[config.mk]
export PLATFORM = sky130hd
export DESIGN_NAME = speed_ctrl
export DESIGN_NICKNAME = d
export VERILOG_FILES = /design/src/rtl/speed_ctrl.sv
export SDC_FILE = /design/constraint.sdc
export NUM_CORES = 1
export LEC_CHECK = 0
export CAP_MARGIN = 20
export CORE_MARGIN = 3
export CORE_UTILIZATION = 35
export DETAILED_ROUTE_END_ITERATION = 10
export GPL_ROUTABILITY_DRIVEN = 1
export GPL_TIMING_DRIVEN = 0
export MAX_ROUTING_LAYER = met4
export SYNTH_ARGS = -nofsm -noshare
export SYNTH_HDL_FRONTEND = slang
export SYNTH_SLANG_ARGS = --single-unit
[constraint.sdc]
create_clock -name iCLK -period 3.3 [get_ports iCLK]
set_input_delay 0.33 -clock iCLK [delete_from_list [all_inputs] [get_ports iCLK]]
set_output_delay 0.33 -clock iCLK [all_outputs]
set_load 0.02 [all_outputs]
[src/rtl/speed_ctrl.sv]
// speed_ctrl: debounced up/down key speed-level controller with auto-repeat
//
// Ports:
//   iCLK       in   system clock, rising edge
//   iRST       in   asynchronous active-high reset
//   iKEY_UP_n  in   raw up key, low = pressed
//   iKEY_DN_n  in   raw down key, low = pressed
//   oLEVEL     out  registered speed level [WIDTH-1:0]
//   oENABLE    out  one-cycle pulse when oLEVEL takes a new value
//   oUP_DOWN   out  direction of the last step (1 = up), held between steps
//   oAT_MAX    out  oLEVEL == MAX_LEVEL
//   oAT_MIN    out  oLEVEL == MIN_LEVEL
module speed_ctrl #(
   parameter int WIDTH           = 4,
   parameter int MIN_LEVEL       = 0,
   parameter int MAX_LEVEL       = 9,
   parameter int RESET_LEVEL     = 0,
   parameter int DEBOUNCE_CYCLES = 500000,
   parameter int REPEAT_EN       = 1,
   parameter int REPEAT_DELAY    = 25000000,
   parameter int REPEAT_PERIOD   = 5000000,
   parameter int WRAP            = 0
) (
   input  logic             iCLK,
   input  logic             iRST,
   input  logic             iKEY_UP_n,
   input  logic             iKEY_DN_n,
   output logic [WIDTH-1:0] oLEVEL,
   output logic             oENABLE,
   output logic             oUP_DOWN,
   output logic             oAT_MAX,
   output logic             oAT_MIN
);
   localparam int DW      = $clog2(DEBOUNCE_CYCLES + 1);
   localparam int RPT_MAX = (REPEAT_DELAY > REPEAT_PERIOD) ? REPEAT_DELAY : REPEAT_PERIOD;
   localparam int RW      = $clog2(RPT_MAX + 1);
   localparam logic [DW-1:0]    DB_LAST = DW'(DEBOUNCE_CYCLES - 1);
   localparam logic [RW-1:0]    RPT_DLY = RW'(REPEAT_DELAY);
   localparam logic [RW-1:0]    RPT_PER = RW'(REPEAT_PERIOD);
   localparam logic [RW-1:0]    RPT_ONE = RW'(1);
   localparam logic [WIDTH-1:0] L_MIN   = WIDTH'(MIN_LEVEL);
   localparam logic [WIDTH-1:0] L_MAX   = WIDTH'(MAX_LEVEL);
   localparam logic [WIDTH-1:0] L_RST   = WIDTH'(RESET_LEVEL);
   localparam logic [1:0] S_IDLE = 2'd0;
   localparam logic [1:0] S_UP   = 2'd1;
   localparam logic [1:0] S_DN   = 2'd2;
   localparam logic [1:0] S_BOTH = 2'd3;

   logic [1:0]       w_key_n;
   logic [1:0]       w_pressed;
   logic             w_up;
   logic             w_dn;
   logic             w_own;
   logic             w_oth;
   logic             w_rpt_fire;
   logic [1:0]       r_state;
   logic [1:0]       w_state_nx;
   logic [RW-1:0]    r_rpt;
   logic [RW-1:0]    w_rpt_nx;
   logic             w_step;
   logic             w_dir;
   logic             w_moves;
   logic [WIDTH-1:0] w_lvl_nx;

   assign w_key_n = {iKEY_DN_n, iKEY_UP_n};

   // Per key: two-flop synchroniser followed by a counter that must see
   // DEBOUNCE_CYCLES consecutive differing samples before the level is accepted.
   for (genvar k = 0; k < 2; k++) begin : g_key
      logic [1:0]    r_sync;
      logic          r_deb_n;
      logic [DW-1:0] r_cnt;
      always_ff @(posedge iCLK or posedge iRST)
         if (iRST) begin
            r_sync  <= 2'b11;
            r_deb_n <= 1'b1;
            r_cnt   <= '0;
         end else begin
            r_sync <= {r_sync[0], w_key_n[k]};
            if (r_sync[1] == r_deb_n)
               r_cnt <= '0;
            else if (r_cnt == DB_LAST) begin
               r_deb_n <= r_sync[1];
               r_cnt   <= '0;
            end else
               r_cnt <= r_cnt + 1'b1;
         end
      assign w_pressed[k] = ~r_deb_n;
   end

   assign w_up  = w_pressed[0];
   assign w_dn  = w_pressed[1];
   assign w_own = (r_state == S_UP) ? w_up : w_dn;
   assign w_oth = (r_state == S_UP) ? w_dn : w_up;
   // A repeat that lands right after a level change waits one cycle so that
   // oENABLE can never be high in two consecutive cycles.
   assign w_rpt_fire = (r_rpt <= RPT_ONE) && !oENABLE;

   always_comb begin
      w_state_nx = r_state;
      w_rpt_nx   = r_rpt;
      w_step     = 1'b0;
      w_dir      = 1'b0;
      case (r_state)
         S_IDLE:
            if (w_up && w_dn)
               w_state_nx = S_BOTH;
            else if (w_up || w_dn) begin
               w_state_nx = w_up ? S_UP : S_DN;
               w_rpt_nx   = RPT_DLY;
               w_step     = 1'b1;
               w_dir      = w_up;
            end
         S_UP, S_DN:
            if (!w_own) begin
               w_state_nx = S_IDLE;
               w_rpt_nx   = '0;
            end else if (w_oth) begin
               w_state_nx = S_BOTH;
               w_rpt_nx   = '0;
            end else if (REPEAT_EN != 0) begin
               w_dir = (r_state == S_UP);
               if (w_rpt_fire) begin
                  w_step   = 1'b1;
                  w_rpt_nx = RPT_PER;
               end else if (r_rpt > RPT_ONE)
                  w_rpt_nx = r_rpt - 1'b1;
            end
         default:
            w_state_nx = (!w_up && !w_dn) ? S_IDLE : S_BOTH;
      endcase
   end

   assign oAT_MAX  = (oLEVEL == L_MAX);
   assign oAT_MIN  = (oLEVEL == L_MIN);
   // Increments only happen below MAX and decrements only above MIN, so the
   // WIDTH-bit arithmetic never overflows.
   assign w_lvl_nx = w_dir ? (oAT_MAX ? ((WRAP != 0) ? L_MIN : oLEVEL) : oLEVEL + 1'b1)
                           : (oAT_MIN ? ((WRAP != 0) ? L_MAX : oLEVEL) : oLEVEL - 1'b1);
   assign w_moves  = w_step && ((WRAP != 0) || (w_dir ? !oAT_MAX : !oAT_MIN));

   always_ff @(posedge iCLK or posedge iRST)
      if (iRST) begin
         r_state  <= S_IDLE;
         r_rpt    <= '0;
         oLEVEL   <= L_RST;
         oENABLE  <= 1'b0;
         oUP_DOWN <= 1'b0;
      end else begin
         r_state <= w_state_nx;
         r_rpt   <= w_rpt_nx;
         oENABLE <= w_moves;
         if (w_moves)
            oLEVEL <= w_lvl_nx;
         if (w_step)
            oUP_DOWN <= w_dir;
      end
endmodule

==> results.md <==
* Result of the run: completed
* Leakage power figure at 2.10 nW
* Path type of the worst min-delay path: in2async
* Worst slew margin relative to its limit at 0.473
* Fmax at 331 MHz
* Max-slew violations at 0
* Layout cell share with drive strength beyond 1 at 0.0980
* Dominant register cell in the synthesized netlist: dfrtp_1
* Biggest area contributors in the synthesized netlist: dfrtp_1 40%, xnor2_1 5.6%, nor2_1 5.0%
* First-pass GRT wire length at 17500 um
* Largest net degree at the start of global routing at 43
* Initial antenna violation count at 0
* DR iter-0 viols at 232
* H-tree Lvls at 3
* Mapped Avg Cell Area at 9.50 um2
* Number of buffers added by the clock tree synthesis step at 9
* Cell taking the most area after synthesis: dfrtp_1
* Vias/cell at 5.41
* Gp weighted congestion at 0.908
* Net count after synthesis at 482
* Utilization after layout at 0.415
* Final count of hold timing violations at 0
* Number of standard-cell rows in the floorplan at 40
* Crit path setup slack, layout at 276 ps
* Final Power at 0.00197 W
* Startpoint kind of the worst setup timing path: flop
* Final cycle utilization of the critical path at 0.916
* Detailed-placement wirelength estimate at 7090 um
* Final non-filler cell area at 0.00505 mm2
* PortBufs at 11
* Number of endpoints failing setup at the final stage at 0
* Total inserted antenna cells at 0
* Setup fix buffers added after clock tree synthesis at 0
* Effective utilization at floorplan at 0.362
* Least-Margin Pin Slew at 787 ps
* Total via count after detailed routing at 3561
* I/O pins at 12
* # fillers at 1206
* Sink Count at 77
* X dimension of the die at 118 um
* Die area at 0.0139 mm2
* Pre-CTS setup slack at -344 ps
* Clk_skew at 9.04 ps
* Routed len/inst at 15.5 um
* Worst hold margin at 357 ps
* Post-detailed-route count of antenna-violating nets at 0
* Share of Yosys cell area claimed by the top area cell type at 0.404
* Number of synthesized flops with an enable pin at 0
* Setup repair after global routing missed its margin: no
* Synthesized cell area at 0.00440 mm2
* Clock root buffer: clkbuf_16
* 1st-pass router iterations at 5
* Clock tree from TritonCTS: done
* Number of nets in the layout at 505
* Required time at the endpoint of the critical path at 3510 ps
* Power density relative to cell area at 390 mW/mm2
* Min Tclk post-route at 3020 ps
* Signed area change from the synthesized netlist to the final layout at 14.8%
* Number of violations of the max-capacitance limit at 0
* Total detailed-routing wirelength at 10200 um
* Critical Path Sink Type: flop
* Vias in the first global route at 3568
* Skew-Pair Late Insertion Delay at 340 ps
* Critical path fanouts, max at 10
* Core Area at 0.0122 mm2
* Placed cell area at 0.00474 mm2
* Number of DRC violations after detailed routing at 0
* GRT Residual Overflow at 0
* Peak supply drop at 227 uV
* Fraction of the yosys area taken by sequential cells at 0.440
* Total of warnings raised by yosys at 0
* Critical path data arrival time at 3230 ps
* Total track usage at 0.157
* Proportion of register bits with asynchronous set or reset after synthesis at 1.00
* Buffer levels on the longest clock path at 2
* DIE HEIGHT at 118 um
* Clock slew seen by the registers of the worst setup and hold paths at 60 ps
* Flip-flop and latch count after synthesis at 77
* Setup Crit Path Kind: reg2reg
* Synth Instances at 463
* Number of distinct library cells after synthesis at 65
* Count of hold buffers inserted by post-cts repair at 0
## layout make-up
type | count | area, um2 | area share
Clock buffer | 11 | 233 | 0.0461
Multi-Input combinational cell | 347 | 2330 | 0.463
Inverter | 21 | 81.3 | 0.0161
Clock inverter | 4 | 51.3 | 0.0102
Sequential cell | 77 | 1930 | 0.383
Tap cell | 168 | 210 | 0.0416
Timing Repair Buffer | 12 | 130 | 0.0258
Buffer | 18 | 72.6 | 0.0144
## flip-flops by register name (all words and copies together) (netlist names)
| register | flops |
|---|---|
| g_key.r_cnt | 38 |
| r_rpt | 25 |
| g_key.r_sync | 4 |
| oLEVEL | 4 |
| g_key.r_deb_n | 2 |
| r_state | 2 |
| oENABLE | 1 |
| oUP_DOWN | 1 |
## worst max-delay path, stage by stage (launching register included)
cell and delay (ps):
dfstp_2 560, clkbuf_1 270, inv_1 100, ha_1 200, o21ai_0 300, o21ai_1 330, clkbuf_1 340, clkbuf_2 310
a31oi_4 390, a21oi_1 80
## cell families after synthesis
group	after synthesis	share of synthesized area
flip-flops	77	0.440
XOR/XNOR	40	0.0797
AO/OA/AOI/OAI	92	0.148
AND/OR/NAND/NOR	195	0.240
buffers and inverters	39	0.0341
adder cells (fa/ha/maj)	15	0.0444
multiplexers	5	0.0142
## path summary, 6_finish.rpt
kind / start / slack, ps / endpoint / cells after the start
worst min-delay path: iRST / 360 / g_key[1].r_cnt[5]$_DFF_PP0_ / 2
min in group iCLK: g_key[0].r_sync[0]$_DFF_PP1_ / 360 / g_key[0].r_sync[1]$_DFF_PP1_ / 0
worst min register to register: g_key[0].r_sync[0]$_DFF_PP1_ / 360 / g_key[0].r_sync[1]$_DFF_PP1_ / 0
max in group asynchronous: iRST / 2300 / g_key[0].r_deb_n$_DFFE_PP1P_ / 3
worst max-delay path: g_key[1].r_deb_n$_DFFE_PP1P_ / 280 / r_rpt[5]$_DFFE_PP0P_ / 9
worst max register to register: g_key[1].r_deb_n$_DFFE_PP1P_ / 280 / r_rpt[5]$_DFFE_PP0P_ / 9
## Yosys cell counts (all sizes together) (2+ instances only)
| master | n |
|---|---|
| mux2 | 4 |
| inv | 21 |
| clkbuf | 14 |
| xor2 | 12 |
| or2 | 4 |
| o221a | 2 |
| dfrtp | 71 |
| dfstp | 6 |
| a31oi | 9 |
| a21o | 3 |
| and4 | 6 |
| nand2 | 31 |
| nand4b | 2 |
| o32ai | 2 |
| nor2 | 58 |
| and2 | 2 |
| a2111oi | 2 |
| o2111ai | 3 |
| xnor2 | 28 |
| or4b | 2 |
| nor4 | 15 |
| or4 | 13 |
| buf | 4 |
| o31ai | 8 |
| a21oi | 21 |
| ha | 14 |
| nor3 | 19 |
| o211ai | 4 |
| o41ai | 2 |
| o32a | 2 |
| nand4 | 7 |
| nor2b | 2 |
| nand3 | 19 |
| a211oi | 7 |
| o22a | 5 |
| o21ai | 13 |
| or3 | 8 |
## where the power goes
group	internal, W	switching [W]
sequential	0.000955	0.00000750
combinational	0.0000140	0.0000327
clock	0.000581	0.000377
total	0.00155	0.000417
## what timing repair did
action                                  in CTS  in global routing
endpoints found under the setup margin       9                 16
pin swaps                                    0                  0
resized for setup                            2                  4
## layer usage
metal / track usage / part of all wire
met4: 0.0352 / 0.013
met3: 0.0418 / 0.037
met1: 0.209 / 0.48
met2: 0.240 / 0.47
met5: - / 0
## cells in the final DEF (no fill, tap or decap), types with 9 or more instances in the layout
master	count
a21oi_1	21
clkbuf_1	15
clkbuf_16	9
clkdlybuf4s50_1	11
dfrtp_1	71
ha_1	14
inv_1	20
nand2_1	31
nand3_1	19
nor2_1	58
nor3_1	18
nor4_1	10
o21ai_0	11
or4_1	12
xnor2_1	28
xor2_1	12
## through the flow
stage               instances  TNS (ps)
floorplan                 463         0
global placement          642    -24540
detailed placement        643     -2930
CTS                       658         0
global route              658         0
finish                    658         0
(Power assumes the default switching activity.)
==> edit 1, RTL diff (same flow settings) <==
The parameter `WRAP` goes from 0 to 1.
--- a/src/rtl/speed_ctrl.sv
+++ b/src/rtl/speed_ctrl.sv
@@ -20,5 +20,5 @@
    parameter int REPEAT_DELAY    = 25000000,
    parameter int REPEAT_PERIOD   = 5000000,
-   parameter int WRAP            = 0
+   parameter int WRAP            = 1
 ) (
    input  logic             iCLK,
Behaviour: no difference found for any inputs over 10 cycles, from zero or initial values and one cycle with iRST high; that may be too few to reach the edited logic, so the function may still have changed.
==> edit 1 against the original RTL <==
  * Synthesized area is 1.4% higher
  * Utilization up 0.40 points
  * Combinational power up 3%
  * Cell count up 5.3%
  * Clock power grew 8%
  * Maximum frequency is 4.5% higher
  * Largest cell class unchanged
  * Wire length increased by 2.8%
  * Design area increased by 1.4%
  * Sequential cell count is the same
  * Critical path depth unchanged
  * Power increased by 3.5%
  * Setup slack gained 0.13 ns
==> edit 1: results (changes against the original RTL) <==
family with the most delay on the worst path: simple AND/OR/NAND/NOR gates
vias per cell: 5.51 (+1.8%)
Worst R2R End: r_rpt[19]
Area after DPL: 4810 um^2 (+1.5%)
top cells by count, synth: nor2_1, dfrtp_1, nand3_1, nand2_1, a21oi_1
H-tree levels: 3 (unchanged)
Net Sw Frac: 22.4% (+1.2 points)
GRT Total Usage: 16.2% (+0.49 points)
Syn Inst Count: 497 (+7.3%)
post-synthesis sequential area ratio: 43.4% (-0.60 points)
syn nets: 513 (+6.4%)
vias in the first global route: 3826 (+7.2%)
Tot Pwr: 2.04 mW (+3.5%)
top cells by area, synth: dfrtp_1, nor2_1, nand3_1
crit path DAT: 3.10 ns (-0.13 ns)
dpl cells: 677 (+5.3%)
1st-iter DRT viols: 271 (+17%)
clock share of power: 50.4% (+1.7 points)
Detailed Route WL: 10500 um (+2.8%)
max incr delay on CP: 0.46 ns (-0.10 ns)
critical-path cell with the highest stage delay: clkbuf_1
Max IR drop VDD: 0.292 mV (+29%)
WL/cell: 15.1 um (-2.4%)
Worst Clk Skew: 0.00616 ns (-0.00288 ns)
reg2reg setup slack: 0.41 ns (+0.13 ns)
nets: 536 (+6.1%)
DP HPWL: 7310 um (+3.1%)
post-synth cell types: 64 (-1.5%)
Leak: 2.19 nW (+4.1%)
first-pass GRT wire length: 18400 um (+5.1%)
hold slack: 0.246 ns (-0.111 ns)
crit path from: r_state[1]
worst slack at placement: 0.436 ns (+0.780 ns)
top-count cell post-synth: nor2_1
outcome: complete, no violations
slew margin rel.: 39.3% (-8.0 points)
GP Congestion: 0.915 (+0.81%)
combinational cell power: 0.0480 mW (+3%)
post-cts sizing count: 0 (-2)
pin count of the biggest net entering global routing: 66 (+53%)
ratio of cells with drive above 1 in the final layout: 8.19% (-1.6 points)
==> edit 1: changes by cell type after synthesis, moves of 6 or more <==
| cell | change |
|---|---|
| a211oi_1 | -7 |
| or4_1 | -12 |
| nor2_1 | +14 |
| o21ai_1 | +10 |
| nand4_1 | +8 |
| xnor2_1 | -10 |
| nand3_1 | +16 |
| xor2_1 | +6 |
| o21ai_0 | +6 |
| o31ai_1 | -6 |
==> edit 1: worst max-delay path by stage <==
stage / endpoint / slack (ns)
2_1_floorplan: g_key[0].r_cnt[0] / 1.01
3_3_place_gp: oENABLE / -0.32
3_5_place_dp: r_rpt[19] / 0.44
4_1_cts: r_rpt[19] / 0.43
5_1_grt: r_rpt[19] / 0.21
6_report: r_rpt[19] / 0.41
==> edit 1: worst reg2reg max path, cell delays in order, from the launching register on <==
cell	delay (ns)
dfrtp_1	0.36
inv_1	0.08
ha_1	0.25
nor3b_1	0.32
or2_0	0.36
and2_1	0.18
clkbuf_1	0.46
o211ai_1	0.28
nand2_1	0.32
o21ai_0	0.14
==> edit 1: cells by family after synthesis <==
family                     after synthesis  share of synthesized area, %
AOI/OAI and AO/OA                      106                          16.2
xor gates and xnor gates                36                          7.07
adders and majority gates               12                          3.37
buffers and inverters                   35                          3.17
DFF                                     77                          43.4
muxes                                    3                         0.701
and+or+nand+nor                        228                          26.2
==> edit 1: cell type report <==
type	count	area, um^2
timing repair buffer	12	138
sequential	77	1930
buffer	15	66.3
clock inverter	6	68.8
tap	168	210
inverter	20	77.6
fill	1264	7090
multi-input combinational	385	2380
clock buffer	10	239
==> edit 1: per-layer routing <==
metal / part of all wire [%] / global-route usage, % / up-vias
met5: 0 / - / -
met4: 1.1 / 4.92 / 0
met3: 4.8 / 4.04 / 11
met2: 47 / 24.9 / 93
met1: 47 / 21.1 / 1862
li1: - / - / 1853
==> edit 2, RTL diff (config.mk and constraints unchanged) <==
Without the edit above. Put one more register stage on the output `oLEVEL`, without a reset. The value now appears one clock later. The other outputs are not delayed to match. Comments in the files are not updated.
--- a/src/rtl/speed_ctrl.sv
+++ b/src/rtl/speed_ctrl.sv
@@ -46,4 +46,6 @@
    localparam logic [1:0] S_DN   = 2'd2;
    localparam logic [1:0] S_BOTH = 2'd3;
+
+   logic [WIDTH-1:0] oLEVEL_s0;
 
    logic [1:0]       w_key_n;
@@ -132,10 +134,10 @@
    end
 
-   assign oAT_MAX  = (oLEVEL == L_MAX);
-   assign oAT_MIN  = (oLEVEL == L_MIN);
+   assign oAT_MAX  = (oLEVEL_s0 == L_MAX);
+   assign oAT_MIN  = (oLEVEL_s0 == L_MIN);
    // Increments only happen below MAX and decrements only above MIN, so the
    // WIDTH-bit arithmetic never overflows.
-   assign w_lvl_nx = w_dir ? (oAT_MAX ? ((WRAP != 0) ? L_MIN : oLEVEL) : oLEVEL + 1'b1)
-                           : (oAT_MIN ? ((WRAP != 0) ? L_MAX : oLEVEL) : oLEVEL - 1'b1);
+   assign w_lvl_nx = w_dir ? (oAT_MAX ? ((WRAP != 0) ? L_MIN : oLEVEL_s0) : oLEVEL_s0 + 1'b1)
+                           : (oAT_MIN ? ((WRAP != 0) ? L_MAX : oLEVEL_s0) : oLEVEL_s0 - 1'b1);
    assign w_moves  = w_step && ((WRAP != 0) || (w_dir ? !oAT_MAX : !oAT_MIN));
 
@@ -144,5 +146,5 @@
          r_state  <= S_IDLE;
          r_rpt    <= '0;
-         oLEVEL   <= L_RST;
+         oLEVEL_s0 <= L_RST;
          oENABLE  <= 1'b0;
          oUP_DOWN <= 1'b0;
@@ -152,8 +154,12 @@
          oENABLE <= w_moves;
          if (w_moves)
-            oLEVEL <= w_lvl_nx;
+            oLEVEL_s0 <= w_lvl_nx;
          if (w_step)
             oUP_DOWN <= w_dir;
       end
+   always_ff @(posedge iCLK) begin
+      oLEVEL <= oLEVEL_s0;
+   end
+
 endmodule
 
Behaviour: same outputs for any inputs over 10 cycles, from zero or initial values and one cycle with iRST high; that may be too few to reach the edited logic, so the function may still have changed.
==> edit 2 against the original RTL <==
  * Wire length down 8.1%
  * Design area down 0.30%
  * Setup slack worse by 0.016 ns
  * Sequential cell count up 4
  * Synthesized area down 0.65%
  * Hold slack worse by 0.13 ns
  * Power up 5.8%
  * Largest cell class unchanged
==> edit 2: results (changes against the original RTL) <==
outcome: complete, no violations
first drt pass iteration count: 5 (unchanged)
GR met2 Demand/Resource: 23.0% (-1.0 points)
GRT Total Usage: 14.8% (-0.89 points)
met2 wire len: 4450 um (-6.2%)
Die X: 118 um (-0.31%)
Post-Synth Adder-Cell Area: 4.47% (+0.029 points)
slew margin rel.: 35.7% (-12 points)
Area after DPL: 4720 um^2 (-0.45%)
nets: 513 (+1.6%)
vias in the first global route: 3497 (-2.0%)
insertion delay to the later sink of the worst-skew pair: 0.34 ns (about the same)
vias per cell: 5.31 (-1.8%)
reg2reg setup slack: 0.26 ns (-0.02 ns)
metal3 WL: 451 um (+18%)
fill count: 1215 (+0.75%)
Storage cell area: 2010 um^2 (+4.1%)
1st-iter DRT viols: 222 (-4.3%)
syn nets: 490 (+1.7%)
Largest regs: g_key.r_cnt (38), r_rpt (25)
post-synthesis sequential area ratio: 46.1% (+2.1 points)
critical-path cell with the highest stage delay: o21ai_1
ratio of cells with drive above 1 in the final layout: 7.62% (-2.2 points)
Max IR drop VDD: 0.335 mV (+47%)
Synth Warn #: 0 (unchanged)
highest metal layer with signal wires: met4
ys flop type: dfrtp_1
GP Congestion: 0.847 (-6.7%)
WL/cell: 14.0 um (-9.3%)
H-tree levels: 3 (unchanged)
Leak: 2.20 nW (+4.5%)
max incr delay on CP: 0.78 ns (+0.22 ns)
CTS Buf Count: 9 (unchanged)
asr flop ratio synth: 95.1% (-4.9 points)
Buffers on Ports: 11 (unchanged)
Compound-Gate Fraction of Synth Area: 12.9% (-1.9 points)
met3 usage: 4.81% (+0.62 points)
top cells by area, synth: dfrtp_1, nor2_1, xor2_1
GRT busiest layer: met2
Clock transition at path regs: 0.06 ns (about the same)
first-pass GRT wire length: 16400 um (-6.5%)
Worst Clk Skew: 0.00744 ns (-0.00160 ns)
top cells by count, synth: dfrtp_1, nor2_1, nand2_1, inv_1, nand3_1
post-synth cell types: 56 (-14%)
multiplexer area fraction after synthesis: 1.52% (+0.095 points)
DP HPWL: 6450 um (-9.0%)
pin count of the biggest net entering global routing: 71 (+65%)
family with the most delay on the worst path: simple AND/OR/NAND/NOR gates
GRT met1 Usage: 18.1% (-2.8 points)
Post-Synth XOR/XNOR Area: 8.22% (+0.25 points)
wl on met1: 4330 um (-12%)
## edit 2: stage by stage
step / hold WS [ns] / setup slack (ns) / power [mW] / cells / TNS (ns)
after detailed placement: 0.351 / 0.124 / 1.08 / 651 / 0
after CTS: 0.220 / 0.101 / 2.13 / 667 / 0
final: 0.228 / 0.261 / 2.08 / 667 / 0
after global placement: 0.352 / -0.411 / 1.07 / 650 / -28.98
after floorplan: 0.334 / 0.529 / 1.06 / 471 / 0
after global routing: 0.246 / 0.00116 / 2.18 / 667 / 0
## edit 2: what timing repair did
| item | 4_1_cts | 5_1_grt |
|---|---|---|
| resized for setup | 0 | 2 |
| endpoints found under the hold margin | 0 | 0 |
| endpoints found under the setup margin | 0 | 1 |
## edit 2: power by group
part	leakage [nW]	internal, mW	total (mW)	switching, mW
Clock	0.155	0.624	1.02	0.399
Combinational	0.969	0.0151	0.0483	0.0332
Sequential	1.07	1.00	1.01	0.00762
Total	2.20	1.64	2.08	0.440
## edit 2: final cells by class
| class | count | area share, % |
|---|---|---|
| flip-flops and latches | 81 | 40.0 |
| well taps | 168 | 4.18 |
| clock buffers | 11 | 5.02 |
| repair buffers | 12 | 2.73 |
| plain buffers | 16 | 1.24 |
| inverters | 23 | 1.77 |
| clock inverters | 5 | 1.07 |
| multi-input cells | 351 | 44.0 |
## edit 2: path summary, 6_finish.rpt
kind	start	end	cells after the start
setup / recovery	r_rpt[13]	r_rpt[6]	7
hold / removal	iRST	g_key[0].r_cnt[12]	2
setup reg to reg	r_rpt[13]	r_rpt[6]	7
hold reg to reg	g_key[0].r_sync[0]	g_key[0].r_sync[1]	0
max in group asynchronous	iRST	g_key[1].r_sync[1]	3
min in group iCLK	g_key[0].r_sync[0]	g_key[0].r_sync[1]	0
